===== src/rtl/fixed_q88_pkg.sv =====
// Shared Q8.8 fixed-point definitions for the gradient step scaler and the update stage.
// Latency: n/a (package only).
// Backpressure: n/a (package only).
package fixed_q88_pkg;

  // Number of fractional bits in a Q8.8 value.
  localparam int FRACT_BITS = 8;

  // Width of a Q16.16 product after dropping the fractional bits that Q8.8 cannot hold.
  localparam int SHIFT_W = 32 - FRACT_BITS;

  // Saturation limits, as raw bit patterns.
  localparam logic [15:0] Q8_8_MAX = 16'h7FFF;
  localparam logic [15:0] Q8_8_MIN = 16'h8000;

  typedef logic signed [15:0] q88_t;
  typedef logic signed [31:0] q1616_t;

  // Full-precision Q8.8 x Q8.8 -> Q16.16 product. A 16x16 signed product
  // always fits in 32 bits, including min*min (+2^30).
  function automatic q1616_t q88_mul(input q88_t a, input q88_t b);
    q88_mul = q1616_t'(a) * q1616_t'(b);
  endfunction

endpackage


===== src/rtl/fixed_16_capped_mul.sv =====
// Narrows a Q16.16 product to Q8.8 (floor toward -inf) and saturates it, flagging which rail was hit.
// Latency: combinational, 0 cycles.
// Backpressure: none; pure function of i_prod.
//
// Ports:
//   i_prod        Q16.16 signed product
//   o_step        Q8.8 saturated result
//   o_overflow    result was capped at Q8_8_MAX
//   o_underflow_q result was capped at Q8_8_MIN
module fixed_16_capped_mul
  import fixed_q88_pkg::*;
(
  input  logic signed [31:0] i_prod,
  output logic [15:0]        o_step,
  output logic               o_overflow,
  output logic               o_underflow_q
);

  // Q8.8 rails sign-extended to the width of the shifted product.
  localparam logic signed [SHIFT_W-1:0] W_HI = SHIFT_W'($signed(Q8_8_MAX));
  localparam logic signed [SHIFT_W-1:0] W_LO = SHIFT_W'($signed(Q8_8_MIN));

  logic signed [SHIFT_W-1:0] w_shifted;

  // Arithmetic shift floors toward -inf. The top FRACT_BITS of the 32-bit
  // shift result are pure sign copies, so keeping SHIFT_W bits loses nothing.
  assign w_shifted = SHIFT_W'(i_prod >>> FRACT_BITS);

  // The two compares are mutually exclusive, so at most one flag is ever set.
  assign o_overflow    = (w_shifted > W_HI);
  assign o_underflow_q = (w_shifted < W_LO);

  always_comb begin
    o_step = w_shifted[15:0];
    if (o_overflow) begin
      o_step = Q8_8_MAX;
    end else if (o_underflow_q) begin
      o_step = Q8_8_MIN;
    end
  end

endmodule


===== src/rtl/fixed_16_step_scaler.sv =====
// Scales each gradient element by a per-vector Q8.8 learning rate and saturates the result to Q8.8.
// Latency: 2 cycles from input accept to step_out at 1 element/cycle.
// Backpressure: valid/ready; out_ready low freezes stage 2, then stage 1, then drops in_ready.
//
// Ports:
//   clk, rst_n                  clock, async active-low reset
//   in_valid/in_ready           gradient element handshake
//   grad_in                     Q8.8 gradient element
//   lr_in                       Q8.8 learning rate, sampled on element 0 only
//   out_valid/out_ready         step element handshake
//   step_out                    Q8.8 saturated lr*grad
//   out_idx, out_last           dimension index of step_out, high on index DIM-1
//   overflow, underflow_q       step_out was capped high / low
//   vec_sat                     any cap in the current vector so far; meaningful with out_last
module fixed_16_step_scaler
  import fixed_q88_pkg::*;
#(
  parameter int DIM   = 4,
  parameter int IDX_W = 2
) (
  input  logic             clk,
  input  logic             rst_n,
  input  logic             in_valid,
  output logic             in_ready,
  input  logic [15:0]      grad_in,
  input  logic [15:0]      lr_in,
  output logic             out_valid,
  input  logic             out_ready,
  output logic [15:0]      step_out,
  output logic [IDX_W-1:0] out_idx,
  output logic             out_last,
  output logic             overflow,
  output logic             underflow_q,
  output logic             vec_sat
);

  localparam logic [IDX_W-1:0] LAST_IDX = IDX_W'(DIM - 1);

  // Handshake
  logic w_s2_en;
  logic w_s1_en;
  logic w_in_fire;
  logic w_s2_load;
  logic w_out_fire;

  // Input side
  logic [IDX_W-1:0] r_in_idx;
  logic [15:0]      r_lr_q;
  logic [15:0]      w_lr_sel;
  logic [31:0]      w_prod;

  // Stage 1: raw Q16.16 product
  logic             r_s1_valid;
  logic [31:0]      r_s1_prod;
  logic [IDX_W-1:0] r_s1_idx;

  // Stage 2: saturated step
  logic             r_s2_valid;
  logic [15:0]      r_step;
  logic [IDX_W-1:0] r_out_idx;
  logic             r_ovf;
  logic             r_udf;
  logic             r_vec_sticky;

  // Saturation unit outputs
  logic [15:0]      w_step;
  logic             w_ovf;
  logic             w_udf;

  // A stage may advance when the stage after it is empty or advancing.
  assign w_s2_en    = !r_s2_valid || out_ready;
  assign w_s1_en    = !r_s1_valid || w_s2_en;
  assign in_ready   = w_s1_en;

  assign w_in_fire  = in_valid && w_s1_en;
  assign w_s2_load  = r_s1_valid && w_s2_en;
  assign w_out_fire = r_s2_valid && out_ready;

  // Element 0 takes the live learning rate so the whole vector, including
  // its first beat, is scaled by the same value.
  assign w_lr_sel = (r_in_idx == '0) ? lr_in : r_lr_q;
  assign w_prod   = q88_mul(grad_in, w_lr_sel);

  // ---------------------------------------------------------------------
  // Index counter and learning-rate capture
  // ---------------------------------------------------------------------
  always_ff @(posedge clk or negedge rst_n) begin
    if (!rst_n) begin
      r_in_idx <= '0;
      r_lr_q   <= '0;
    end else if (w_in_fire) begin
      if (r_in_idx == '0) begin
        r_lr_q <= lr_in;
      end
      r_in_idx <= (r_in_idx == LAST_IDX) ? '0 : r_in_idx + 1'b1;
    end
  end

  // ---------------------------------------------------------------------
  // Stage 1: register the product and its index
  // ---------------------------------------------------------------------
  always_ff @(posedge clk or negedge rst_n) begin
    if (!rst_n) begin
      r_s1_valid <= 1'b0;
      r_s1_prod  <= '0;
      r_s1_idx   <= '0;
    end else if (w_s1_en) begin
      r_s1_valid <= in_valid;
      if (in_valid) begin
        r_s1_prod <= w_prod;
        r_s1_idx  <= r_in_idx;
      end
    end
  end

  // ---------------------------------------------------------------------
  // Stage 2: shift, saturate and register the step
  // ---------------------------------------------------------------------
  fixed_16_capped_mul u_capped_mul (
    .i_prod        (r_s1_prod),
    .o_step        (w_step),
    .o_overflow    (w_ovf),
    .o_underflow_q (w_udf)
  );

  always_ff @(posedge clk or negedge rst_n) begin
    if (!rst_n) begin
      r_s2_valid <= 1'b0;
      r_step     <= '0;
      r_out_idx  <= '0;
      r_ovf      <= 1'b0;
      r_udf      <= 1'b0;
    end else if (w_s2_en) begin
      r_s2_valid <= r_s1_valid;
      if (r_s1_valid) begin
        r_step    <= w_step;
        r_out_idx <= r_s1_idx;
        r_ovf     <= w_ovf;
        r_udf     <= w_udf;
      end
    end
  end

  // Sticky vector-saturation flag. It already includes the beat sitting in
  // stage 2. When the last beat of a vector leaves in the same cycle that the
  // next vector's first beat loads, the old history is dropped but the new
  // beat's flag is kept.
  always_ff @(posedge clk or negedge rst_n) begin
    if (!rst_n) begin
      r_vec_sticky <= 1'b0;
    end else if (w_out_fire && out_last) begin
      r_vec_sticky <= w_s2_load && (w_ovf || w_udf);
    end else if (w_s2_load) begin
      r_vec_sticky <= r_vec_sticky || w_ovf || w_udf;
    end
  end

  assign out_valid   = r_s2_valid;
  assign step_out    = r_step;
  assign out_idx     = r_out_idx;
  assign out_last    = (r_out_idx == LAST_IDX);
  assign overflow    = r_ovf;
  assign underflow_q = r_udf;
  assign vec_sat     = r_vec_sticky || r_ovf || r_udf;

endmodule


===== config.mk =====
export PLATFORM = sky130hd
export DESIGN_NAME = fixed_16_step_scaler
export DESIGN_NICKNAME = d
export VERILOG_FILES = /design/src/rtl/fixed_q88_pkg.sv /design/src/rtl/fixed_16_capped_mul.sv /design/src/rtl/fixed_16_step_scaler.sv
export SDC_FILE = /design/constraint.sdc
export NUM_CORES = 1
export LEC_CHECK = 0
export ABC_AREA = 1
export BUFFER_PORTS_ARGS = -buffer_cell sky130_fd_sc_hd__buf_2
export CAP_MARGIN = 20
export CELL_PAD_IN_SITES_DETAIL_PLACEMENT = 0
export CELL_PAD_IN_SITES_GLOBAL_PLACEMENT = 1
export CORE_MARGIN = 2
export CORE_UTILIZATION = 35
export CTS_BUF_LIST = sky130_fd_sc_hd__clkbuf_2 sky130_fd_sc_hd__clkbuf_4 sky130_fd_sc_hd__clkbuf_8
export DETAILED_ROUTE_END_ITERATION = 8
export MAX_ROUTING_LAYER = met4
export PLACE_DENSITY = 0.66
export SLEW_MARGIN = 20
export SYNTH_ARGS = -nofsm -noshare
export SYNTH_HDL_FRONTEND = slang
export SYNTH_SLANG_ARGS = --single-unit

===== constraint.sdc =====
create_clock -name clk -period 6.19 [get_ports clk]
set_input_delay 0.9285 -clock clk [delete_from_list [all_inputs] [get_ports clk]]
set_output_delay 0.9285 -clock clk [all_outputs]
set_load 0.05 [all_outputs]

==> summary.txt <==
Outcome
  – Status: finished, final reports clean

Placed design
  – Detailed placement HPWL: 32.0 mm
  – DP Area: 15300 sq um
  – Routability cong.: 0.916
  – I/O Buffers: 59

Drt
  – DR pass1 iterations: 5
  – Detail Route Antenna Nets: 0
  – DR vias: 11000
  – Final WL: 38.2 mm
  – Drt wl/cell: 16.1 microns
  – Drt drc: 0
  – Iter 0 DRT Violations: 526
  – Vias per inst: 4.63

Logic synthesis
  – Syn nets: 2013
  – Synth unique cells: 33
  – Post-synth EDFFs: 0
  – Top FF cell, synth: dfrtp_1
  – FF+latch count, synth: 67
  – Yosys warns: 0
  – Synth area leaders: fa_1 (40%), dfrtp_1 (13%), inv_1 (12%), nand2_1 (11%), ha_1 (7.8%)
  – Top cell type's share of synthesized area: 40.4%
  – Average size of a mapped cell: 7.91 sq um
  – Syn Inst Count: 1635
  – Post-synth top area cell: fa_1
  – Mapped Area: 12900 sq um
  – Seq/Total Area, Yosys: 13.0%
  – Async SR Flop Fraction: 100%

Floorplan
  – Core Box Area: 36500 sq um
  – Die H: 196 microns
  – IO Count: 60
  – Die ar.: 38500 sq um
  – Die X-Extent: 196 microns
  – Effective utilization at floorplan: 35.4%
  – Num rows: 70

Cells and area
  – Diodes inserted: 0
  – Register area: 1680 sq um
  – Synth-to-layout area growth: 29.4%
  – Share of cells above drive strength 1: 27.6%
  – Fill count: 3607
  – Post-route design area: 16700 sq um
  – Multi-input gate area: 10300 sq um
  – Nets: 2280
  – Final core occ: 45.8%

Critical path
  – Crit path capture type: flip-flop
  – Nature of the critical path startpoint: flip-flop
  – Max incr delay on CP: 0.54 ns
  – Reg-to-reg startpoint: r_in_idx[1]
  – Reg2Reg Depth: 30
  – WP data arrival: 6.45 ns
  – R2r endpoint: r_s1_prod[20]
  – Worst-path fanout max: 8
  – Most used cell along the critical path: fa_1
  – Crit Path Class: flip-flop to flip-flop
  – CP required: 6.46 ns
  – Reg-to-reg setup timing slack: 0.008 ns
  – CP max stage cell: fa_1

Clock network
  – Num CTS Buffers: 9
  – Clk root buf: clkbuf_8
  – CTS max path bufs: 2
  – Worst-Skew Late Latency: 0.40 ns
  – CTS tree: built
  – Cts hold-fix bufs: 0
  – # clock sinks: 67
  – CTS H-tree lvls: 3
  – Worst-path clk slew: 0.10 ns

STA
  – Max-slew headroom: 33.6%
  – FMAX: 0.162 GHz
  – Setup Skew: 0.0269 ns
  – Final period util: 99.9%
  – Slew Viols, Final: 0
  – Final worst path period need: 6.18 ns
  – Final setup vio count: 0
  – Slew @ Worst Pin: 0.996 ns
  – Final Hold Fails: 0
  – Unrepaired setup endpoints after global routing: true

Min path
  – Worst hold path type: flip-flop to flip-flop
  – Hold Crit Depth: 2
  – Hold Path Sink: step_out[7]
  – Hold Crit Start: step_out[7]

GRT
  – Total gr overflow: 0
  – Total track usage: 21.7%
  – Initial antenna violation count: 0
  – First-pass GRT wire length: 62.3 mm
  – Vias in the first global route: 11800
  – Largest net degree at the start of global routing: 68

Job
  – # Max-Cap Violations: 0
per-layer routing:
layer / vias up / track usage (%) / part of all wire, %
met2: 175 / 37.4 / 50
met1: 5508 / 27.8 / 44
met3: 31 / 1.96 / 3.5
met4: 0 / 4.66 / 1.7
li1: 5271 / - / -
met5: - / - / 0
how the worst max path moves through the flow:
stage | start | endpoint | cells after the start
2_1_floorplan | lr_in[7] | r_s1_prod[31] | 24
3_3_place_gp | grad_in[15] | r_s1_prod[29] | 23
3_5_place_dp | lr_in[8] | r_s1_prod[29] | 26
4_1_cts | r_in_idx[1] | r_s1_prod[29] | 28
5_1_grt | r_in_idx[0] | r_s1_prod[20] | 30
6_report | r_in_idx[1] | r_s1_prod[20] | 30
layout by cell type, fill, tap and decap left out, types with 12 or more instances in the layout:
master | netlist | routed
dfrtp_1 | 67 | 67
nor2_1 | 186 | 144
fa_2 | 0 | 20
nor2_4 | 1 | 12
a21oi_1 | 30 | 16
o21ai_1 | 10 | 14
nand2_1 | 370 | 331
fa_1 | 261 | 241
o21ai_0 | 61 | 47
inv_2 | 2 | 24
ha_4 | 0 | 22
buf_4 | 0 | 206
buf_6 | 0 | 21
inv_1 | 413 | 384
nand3_1 | 37 | 34
ha_1 | 81 | 58
a21oi_2 | 0 | 14
nor2_2 | 0 | 31
buf_2 | 9 | 59
nand2_2 | 6 | 41
what timing repair did:
| item | 4_1_cts | 5_1_grt |
|---|---|---|
| pin swaps | 18 | 72 |
| cloned | 1 | 2 |
| resized for setup | 77 | 178 |
| buffers inserted | 11 | 19 |
| setup endpoints to repair | 21 | 21 |
cells by family (layout without fill, tap and decap cells):
kind of cell               Yosys count  in the layout  share of synthesized area [%]
AOI/OAI and AO/OA                  115            115                           4.69
xor gates and xnor gates            20             20                           1.35
adders and majority gates          342            342                           48.2
buffers and inverters              464            736                           13.6
DFF                                 67             67                           13.0
and+or+nand+nor                    627            627                           19.2
synthesized netlist by cell type (all sizes together), types with 2 or more instances:
master	n
o21ai	73
ha	81
nor3	7
a31oi	5
dfrtp	67
buf	12
nand4	4
a21oi	30
xnor2	13
fa	261
nand3	37
nand2	377
xor2	7
clkinv	6
nor4	4
clkbuf	31
nor2	187
inv	415
or2	8
nand3b	2
o21bai	4
registers in the layout, summed over array words and instances (netlist names):
signal,cells
out_idx,2
out_valid,1
overflow,1
r_in_idx,2
r_lr_q,16
r_s1_idx,2
r_s1_prod,24
r_s1_valid,1
r_vec_sticky,1
step_out,16
underflow_q,1
stage by stage:
step | setup WS (ns) | instances | setup TNS (ns) | hold slack, ns
after floorplan | 0.0265 | 1635 | 0 | 0.442
after global placement | -0.568 | 2326 | -8.07 | 0.461
after detailed placement | -0.597 | 2326 | -8.14 | 0.461
after CTS | -0.0361 | 2354 | -0.0504 | 0.483
after global routing | -0.243 | 2375 | -2.20 | 0.510
final | 0.00771 | 2375 | 0 | 0.475
worst max-delay path: cells and delay by family, from the launching register on:
kind,cells,cell delay [ns]
compound gates,1,0.08
fa+ha+maj,8,3.46
buf+inv,10,1.00
flops,1,0.40
simple gates,11,1.10
layout make-up:
cell class / count / share of cell area [%]
clock inverters: 6 / 0.523
clock buffers: 10 / 0.822
repair buffers: 298 / 13.8
repair inverters: 1 / 0.0448
multi-input cells: 1104 / 61.7
flip-flops and latches: 67 / 10.0
well taps: 468 / 3.50
inverters: 421 / 9.61
Power is not shown: default switching activity piles up to over one toggle a cycle in this logic, so the estimate is an artifact.
